[config.mk]
export PLATFORM = sky130hd
export DESIGN_NAME = shift_register
export DESIGN_NICKNAME = d
export VERILOG_FILES = /design/src/rtl/shift_register_pkg.sv /design/src/rtl/shift_register_row.sv /design/src/rtl/shift_register.sv
export SDC_FILE = /design/constraint.sdc
export NUM_CORES = 1
export LEC_CHECK = 0
export BUFFER_PORTS_ARGS = -buffer_cell sky130_fd_sc_hd__buf_4
export CORE_AREA = 2 2 399 401
export DETAILED_ROUTE_END_ITERATION = 8
export DIE_AREA = 0 0 401 403
export GPL_TIMING_DRIVEN = 0
export PLACE_DENSITY = 0.43
export SLEW_MARGIN = 20
export SYNTH_ARGS = -nofsm -noshare
export SYNTH_HDL_FRONTEND = slang
export SYNTH_HIERARCHICAL = 1
export SYNTH_SLANG_ARGS = --single-unit
[constraint.sdc]
create_clock -name clock -period 3 [get_ports clock]
set_clock_uncertainty 0.1 [all_clocks]
set_input_delay 0.3 -clock clock [delete_from_list [all_inputs] [get_ports clock]]
set_output_delay 0.3 -clock clock [all_outputs]
set_load 0.03 [all_outputs]
[src/rtl/shift_register_pkg.sv]
`default_nettype none
// ============================================================================
// Module   : shift_register_pkg
// Purpose  : Default geometry constants and the data-word type shared by the
//            row-matrix shift register and its users.
// Contents : DATA_BITS   - width of one data word
//            MATRIX_SIZE - number of independent rows / head outputs
//            OUTPUT_SIZE - depth of each row in words (2*MATRIX_SIZE-1)
//            word_t      - one data word at the default width
// Revision : 1.0 - initial release
// ============================================================================
package shift_register_pkg;

  localparam int DATA_BITS   = 8;
  localparam int MATRIX_SIZE = 8;
  localparam int OUTPUT_SIZE = 2 * MATRIX_SIZE - 1;

  typedef logic [DATA_BITS-1:0] word_t;

endpackage : shift_register_pkg
`default_nettype wire

[src/rtl/shift_register_row.sv]
`default_nettype none
// ============================================================================
// Module   : shift_register_row
// Purpose  : One row of the matrix shift register: a DEPTH-word storage line
//            with parallel load, one-word-per-edge shift towards word 0, and
//            the head word (word 0) presented combinationally.
// Ports    : clock   - rising-edge clock
//            reset   - synchronous active-high clear of every word
//            load    - capture data_in into the row (beats shift)
//            shift   - advance the row by one word
//            data_in - parallel load image, word j lands in position j
//            head    - current word 0 of the row
// Config   : SHIFT_REGISTER_ROTATE_EN - when defined, a shift feeds word 0
//            back into the tail (circular rotate); otherwise the tail is
//            zero-filled.
// Revision : 1.0 - initial release
// ============================================================================
module shift_register_row
  import shift_register_pkg::*;
#(
  parameter int DATA_BITS = shift_register_pkg::DATA_BITS,
  parameter int DEPTH     = shift_register_pkg::OUTPUT_SIZE
) (
  input  logic                 clock,
  input  logic                 reset,
  input  logic                 load,
  input  logic                 shift,
  input  logic [DATA_BITS-1:0] data_in [0:DEPTH-1],
  output logic [DATA_BITS-1:0] head
);

  logic [DATA_BITS-1:0] r_mem [0:DEPTH-1];

  // Priority per edge: reset, then load, then shift, otherwise hold.
  always_ff @(posedge clock) begin
    if (reset) begin
      for (int j = 0; j < DEPTH; j++) begin
        r_mem[j] <= '0;
      end
    end else if (load) begin
      for (int j = 0; j < DEPTH; j++) begin
        r_mem[j] <= data_in[j];
      end
    end else if (shift) begin
      for (int j = 0; j < DEPTH - 1; j++) begin
        r_mem[j] <= r_mem[j+1];
      end
`ifdef SHIFT_REGISTER_ROTATE_EN
      // Old head wraps round to the tail so the row never drains.
      r_mem[DEPTH-1] <= r_mem[0];
`else
      // Tail is refilled with zeros, so a long shift run drains the row.
      r_mem[DEPTH-1] <= '0;
`endif
    end
  end

  // Head is taken straight from storage: it reflects an update in the same
  // cycle the storage changes, with no extra output register.
  assign head = r_mem[0];

endmodule : shift_register_row
`default_nettype wire

[src/rtl/shift_register.sv]
`default_nettype none
// ============================================================================
// Module   : shift_register
// Purpose  : MATRIX_SIZE independent rows, each OUTPUT_SIZE words deep, that
//            load in parallel and shift in lockstep; the head word of every
//            row is presented on data_out.
// Ports    : clock    - rising-edge clock, sole clock
//            reset    - synchronous active-high clear of all rows
//            load     - capture the whole data_in image (beats shift)
//            shift    - advance every row by one word
//            data_in  - [row][word] parallel load image
//            data_out - [row] head word of each row
// Config   : SHIFT_REGISTER_ROTATE_EN - when defined, rows rotate circularly
//            on shift instead of zero-filling the tail.
// Revision : 1.0 - initial release
// ============================================================================
module shift_register
  import shift_register_pkg::*;
#(
  parameter int DATA_BITS   = shift_register_pkg::DATA_BITS,
  parameter int MATRIX_SIZE = shift_register_pkg::MATRIX_SIZE,
  parameter int OUTPUT_SIZE = 2 * MATRIX_SIZE - 1
) (
  input  logic                 clock,
  input  logic                 reset,
  input  logic                 load,
  input  logic                 shift,
  input  logic [DATA_BITS-1:0] data_in  [0:MATRIX_SIZE-1][0:OUTPUT_SIZE-1],
  output logic [DATA_BITS-1:0] data_out [0:MATRIX_SIZE-1]
);

  // Every row shares the same load/shift/reset controls, so all rows move
  // together; there is deliberately no per-row enable.
  for (genvar i = 0; i < MATRIX_SIZE; i++) begin : g_row
    shift_register_row #(
      .DATA_BITS (DATA_BITS),
      .DEPTH     (OUTPUT_SIZE)
    ) u_row (
      .clock   (clock),
      .reset   (reset),
      .load    (load),
      .shift   (shift),
      .data_in (data_in[i]),
      .head    (data_out[i])
    );
  end

endmodule : shift_register
`default_nettype wire

### Yosys cells after proc, flatten, opt, wreduce, memory -nomap -nowiden

Memories as Yosys holds them, arrays and structs flattened.
Index checks and enable logic that the tools add are counted.

* register bits: 0
* bits in writable memories: 960
* bits of input ports: 964
* output and inout port bits: 64
* logic and storage cells: 497
* memories kept: 8

* multiplexer cells: 249
* bitwise logic cells: 240

Memory list
* g_row[0].u_row.r_mem: depth 15, bits a word 8, rd ports 15, clocked after Yosys merged registers in 0, wr ports 15, RTL line shift_register_row.sv:32 `logic [DATA_BITS-1:0] r_mem [0:DEPTH-1];`
* g_row[1].u_row.r_mem: depth 15, bits a word 8, rd ports 15, clocked after Yosys merged registers in 0, wr ports 15, RTL line shift_register_row.sv:32
* g_row[2].u_row.r_mem: depth 15, bits a word 8, rd ports 15, clocked after Yosys merged registers in 0, wr ports 15, RTL line shift_register_row.sv:32
* g_row[3].u_row.r_mem: depth 15, bits a word 8, rd ports 15, clocked after Yosys merged registers in 0, wr ports 15, RTL line shift_register_row.sv:32
* g_row[4].u_row.r_mem: depth 15, bits a word 8, rd ports 15, clocked after Yosys merged registers in 0, wr ports 15, RTL line shift_register_row.sv:32
* g_row[5].u_row.r_mem: depth 15, bits a word 8, rd ports 15, clocked after Yosys merged registers in 0, wr ports 15, RTL line shift_register_row.sv:32
* 2 more memories

Operators with widths (number)
* two-way mux 8 bit: 240
* bitwise OR 1 bit: 240
* two-way mux 1 bit: 9

### Logic depth before layout (Yosys ltp)

* depth after elaboration: 5
* depth in mapped cells: 5
* gate-level depth less buffers: 2

### By module

Netlist, hierarchy kept.

By module, submodules not included
* shift_register_row (g_row[0].u_row ...): times used 7, cells an instance 316, area an instance 5103.6 um^2, sequential area each 3523.4 um^2
* shift_register_row (g_row[1].u_row): times used 1, cells an instance 310, area an instance 5079.9 um^2, sequential area each 3523.4 um^2

### Worst setup path after synthesis

Ideal clock, no wire load.

* path type: in2reg
* start point: input port load
* end point: memory g_row[1].u_row.r_mem[1][2], in the netlist g_row[1].u_row/r_mem[0][10], enable pin
* library setup time: 416 ps
* data arrival time: 1976 ps
* required time: 2484 ps
* setup slack: 508 ps
* stages on the path: 3
* path buffers: 2
* cells stage by stage: clkbuf_1 buf_2 or3_1

RTL lines
* start, declared: RTL line shift_register.sv:26 `input logic load,`
* end, declared: RTL line shift_register_row.sv:32

==> reports/results.tsv <==
stage	metric	value	unit
status	status	finished, final reports clean	
route	drtIter0Drc	3154	
finish	finalInstanceArea	64900	sq um
route	drc_errors	0	
route	drtAntennaViolNets	0	
route	via_count	35000	
critical_path	reg2reg_slack	1.75	ns
cts	insertion_delay	0.74	ns
synthesis	yosys_register_bits	960	
floorplanning	coreArea	157000	sq um
route	wire_per_inst	27.0	microns
floorplanning	ios	1028	
power	p_total	34800	uW
timing	rsz0062_at_grt	no	
finish	drive_above_1_share	0.330	
timing	slew_headroom	0.266	
grt	gr-total-overflow	0	
finish	ff_latch_area	28200	sq um
timing	fin_setup_tns	0	ns
timing	min_period	2.17	ns
route	first_pass_iters	7	
finish	largest_reg_flops	960	
critical_path	worstSetupEndpointType	register	
route	via_per_inst	5.10	
critical_path	worstSetupStartpointType	input pin	
grt	grt_start_max_net_pins	75	
cts	htree_levels	3	
synthesis	netlist_area	40800	sq um
critical_path	worst_r2r_startpoint	g_row[2].u_row/r_mem[0][47]$_SDFFCE_PN0P_	
placement	port_buffers	1027	
cts	cts_tree	yes	
worst_hold_path	min_path_type	input pin to register	
critical_path	r2r-end	g_row[2].u_row/r_mem[0][39]$_SDFFCE_PN0P_	
critical_path	r2r_cells	1	
timing	maxSlewViolCount	0	
cts	cts.sinks	960	
floorplanning	dieArea	162000	sq um
synthesis	synthesis.nets	3486	
finish	finalNetCount	5598	
finish	multi_input_area	10600	sq um
cts	clk_path_buf_depth	3	
grt	grt_pass1_wl	260	mm
grt	grt_pass1_vias	36477	
worst_hold_path	worstHoldStart	data_in[707]	
placement	postPlaceCellArea	51400	sq um
power	cellPowerDensity	536	nW/um^2
critical_path	path_class	input pin to register	
timing	setup_slack	0.833	ns
synthesis	synth_area_per_cell	16.2	sq um
route	wirelength	186	mm
floorplanning	dieHeight	403	microns
finish	areaGrowthSynthToFinish	59.1	%
grt	track_usage	0.220	
placement	gp_congestion	0.873	
finish	reg_top3	g_row.u_row/r_mem: 960 flops	
critical_path	cp.arrival	2.55	ns
synthesis	seq_area_frac_synth	0.691	
critical_path	crit_required	3.39	ns
power	irDropWorstVdd	484	uV
synthesis	synthTopCellsByArea	edfxtp_1 66%, a32o_1 21%, dfxtp_1 3.1%	
timing	setup_viol	0	
power	power_leakage	0.0256	uW
timing	finalHoldViolCount	0	
floorplanning	rows	146	
run	maxCapViolations	0	
timing	fmax	0.461	GHz
placement	dp_hpwl	137	mm
synthesis	synth_cells	2522	
timing	worstMarginPinSlew	1.10	ns
floorplanning	die_x	401	microns
grt	antenna_found_initial	101	
placement	pre_cts_slack	0.0615	ns
worst_hold_path	hold_depth	2	
worst_hold_path	whs_endpoint	g_row[2].u_row/r_mem[0][11]$_SDFFCE_PN0P_	
cts	ctsResizeCount	0	
finish	fill_cells	14831	
synthesis	netlist.area_leader.share	0.659	
synthesis	synth_top_area_cell	edfxtp_1	
floorplanning	start_util	0.259	
finish	final_util	0.412	
critical_path	critPathMaxFanout	65	
synthesis	synth_cell_type_count	18	
finish	largest-register	g_row.u_row/r_mem	
timing	min_period_over_period	0.722	
synthesis	ys_warn_count	6	
cts	cts-root-buf	clkbuf_16	
cts	cts.clk_slew.worst_paths	0.06	ns
cts	cts_buffers	114	
-- cell usage in the layout (no fill, tap or decap), types with 7 or more instances in the layout --
| cell | synthesis | routed |
|---|---|---|
| buf_1 | 8 | 8 |
| buf_4 | 77 | 1103 |
| diode_2 | 0 | 62 |
| bufinv_16 | 0 | 8 |
| edfxtp_1 | 896 | 896 |
| clkbuf_8 | 0 | 10 |
| nor2_1 | 7 | 7 |
| buf_6 | 21 | 22 |
| dfxtp_1 | 64 | 64 |
| nor2b_1 | 16 | 16 |
| a21oi_1 | 85 | 85 |
| buf_2 | 181 | 181 |
| clkbuf_1 | 89 | 126 |
| a32o_1 | 875 | 875 |
| or3b_2 | 56 | 56 |
| or3_2 | 0 | 15 |
| inv_1 | 8 | 8 |
| clkinv_2 | 0 | 20 |
| buf_12 | 0 | 8 |
| dlygate4sd3_1 | 0 | 956 |
| clkinv_1 | 0 | 15 |
| or3b_1 | 8 | 8 |
| nand2_1 | 85 | 85 |
| nand3b_1 | 21 | 21 |
| or3_4 | 0 | 8 |
| clkbuf_16 | 0 | 115 |
-- worst max-delay path, cell delays in order --
cell and delay [ns]:
buf_4 0.71, buf_2 0.42, clkbuf_1 0.54, a32o_1 0.46
-- worst max path at each step --
stage          slack, ns                                        end  depth (start not counted)  startpoint
6_report            0.83  g_row[1].u_row/r_mem[0][61]$_SDFFCE_PN0P_                          4       shift
5_1_grt             0.78  g_row[2].u_row/r_mem[0][15]$_SDFFCE_PN0P_                          4       shift
4_1_cts             0.85       g_row[7].u_row/r_mem[1][1]$_DFFE_PP_                          3       shift
3_5_place_dp        0.06       g_row[4].u_row/r_mem[1][1]$_DFFE_PP_                          3       shift
3_3_place_gp       -1.37  g_row[1].u_row/r_mem[0][33]$_SDFFCE_PN0P_                          4        load
2_1_floorplan       0.51  g_row[1].u_row/r_mem[0][10]$_SDFFCE_PN0P_                          3        load
-- metal layers --
layer  global-route usage  wire [microns]  share of wire
met5                    0             246         0.0013
met4               0.0704            5510          0.030
met3               0.0409           11300          0.061
met2                0.377           91600           0.49
met1                0.280           76900           0.41
-- per-stage QoR --
| stage | instances | hold slack (ns) |
|---|---|---|
| CTS | 6805 | 0.0359 |
| floorplan | 2522 | 0.269 |
| finish | 6867 | 0.0722 |
| detailed placement | 5634 | 0.447 |
| global route | 6859 | 0.0354 |
| global placement | 5621 | 0.441 |
-- final cells by class --
class	instances	share of cell area
sequential	960	0.434
timing repair buffer	1996	0.271
multi-input combinational	1178	0.163
clock buffer	162	0.0486
tap	2072	0.0399
buffer	376	0.0321
clock inverter	53	0.00896
antenna	62	0.00239
inverter	8	0.000463
-- logic make-up (layout without fill, tap and decap cells) --
| family | count (synthesis) | count (layout) | synth area share |
|---|---|---|---|
| AOI/OAI and AO/OA | 960 | 960 | 0.225 |
| buffers and inverters | 384 | 2595 | 0.0518 |
| DFF | 960 | 960 | 0.691 |
| other | 0 | 62 | 0 |
| and+or+nand+nor | 218 | 218 | 0.0323 |
-- synthesized netlist by cell type, drive strengths merged --
library cell	n
dfxtp	64
nor2	8
nor2b	16
inv	8
or3	24
a32o	875
edfxtp	896
buf	287
nand2	85
a21oi	85
nand3b	21
or3b	64
clkbuf	89
-- timing repair --
| action | 4_1_cts | 5_1_grt |
|---|---|---|
| setup endpoints to repair | 0 | 0 |
| setup buffers | 0 | 0 |
| endpoints found under the hold margin | 956 | 0 |
| hold buffers | 956 | 0 |
-- power by group --
part / switching (uW) / leakage [uW] / internal [uW]
Clock: 5930 / 0.00182 / 8020
Combinational: 2200 / 0.0130 / 2470
Sequential: 420 / 0.0108 / 15700
Total: 8550 / 0.0256 / 26200
No activity file was read; power rests on OpenSTA's default activity.
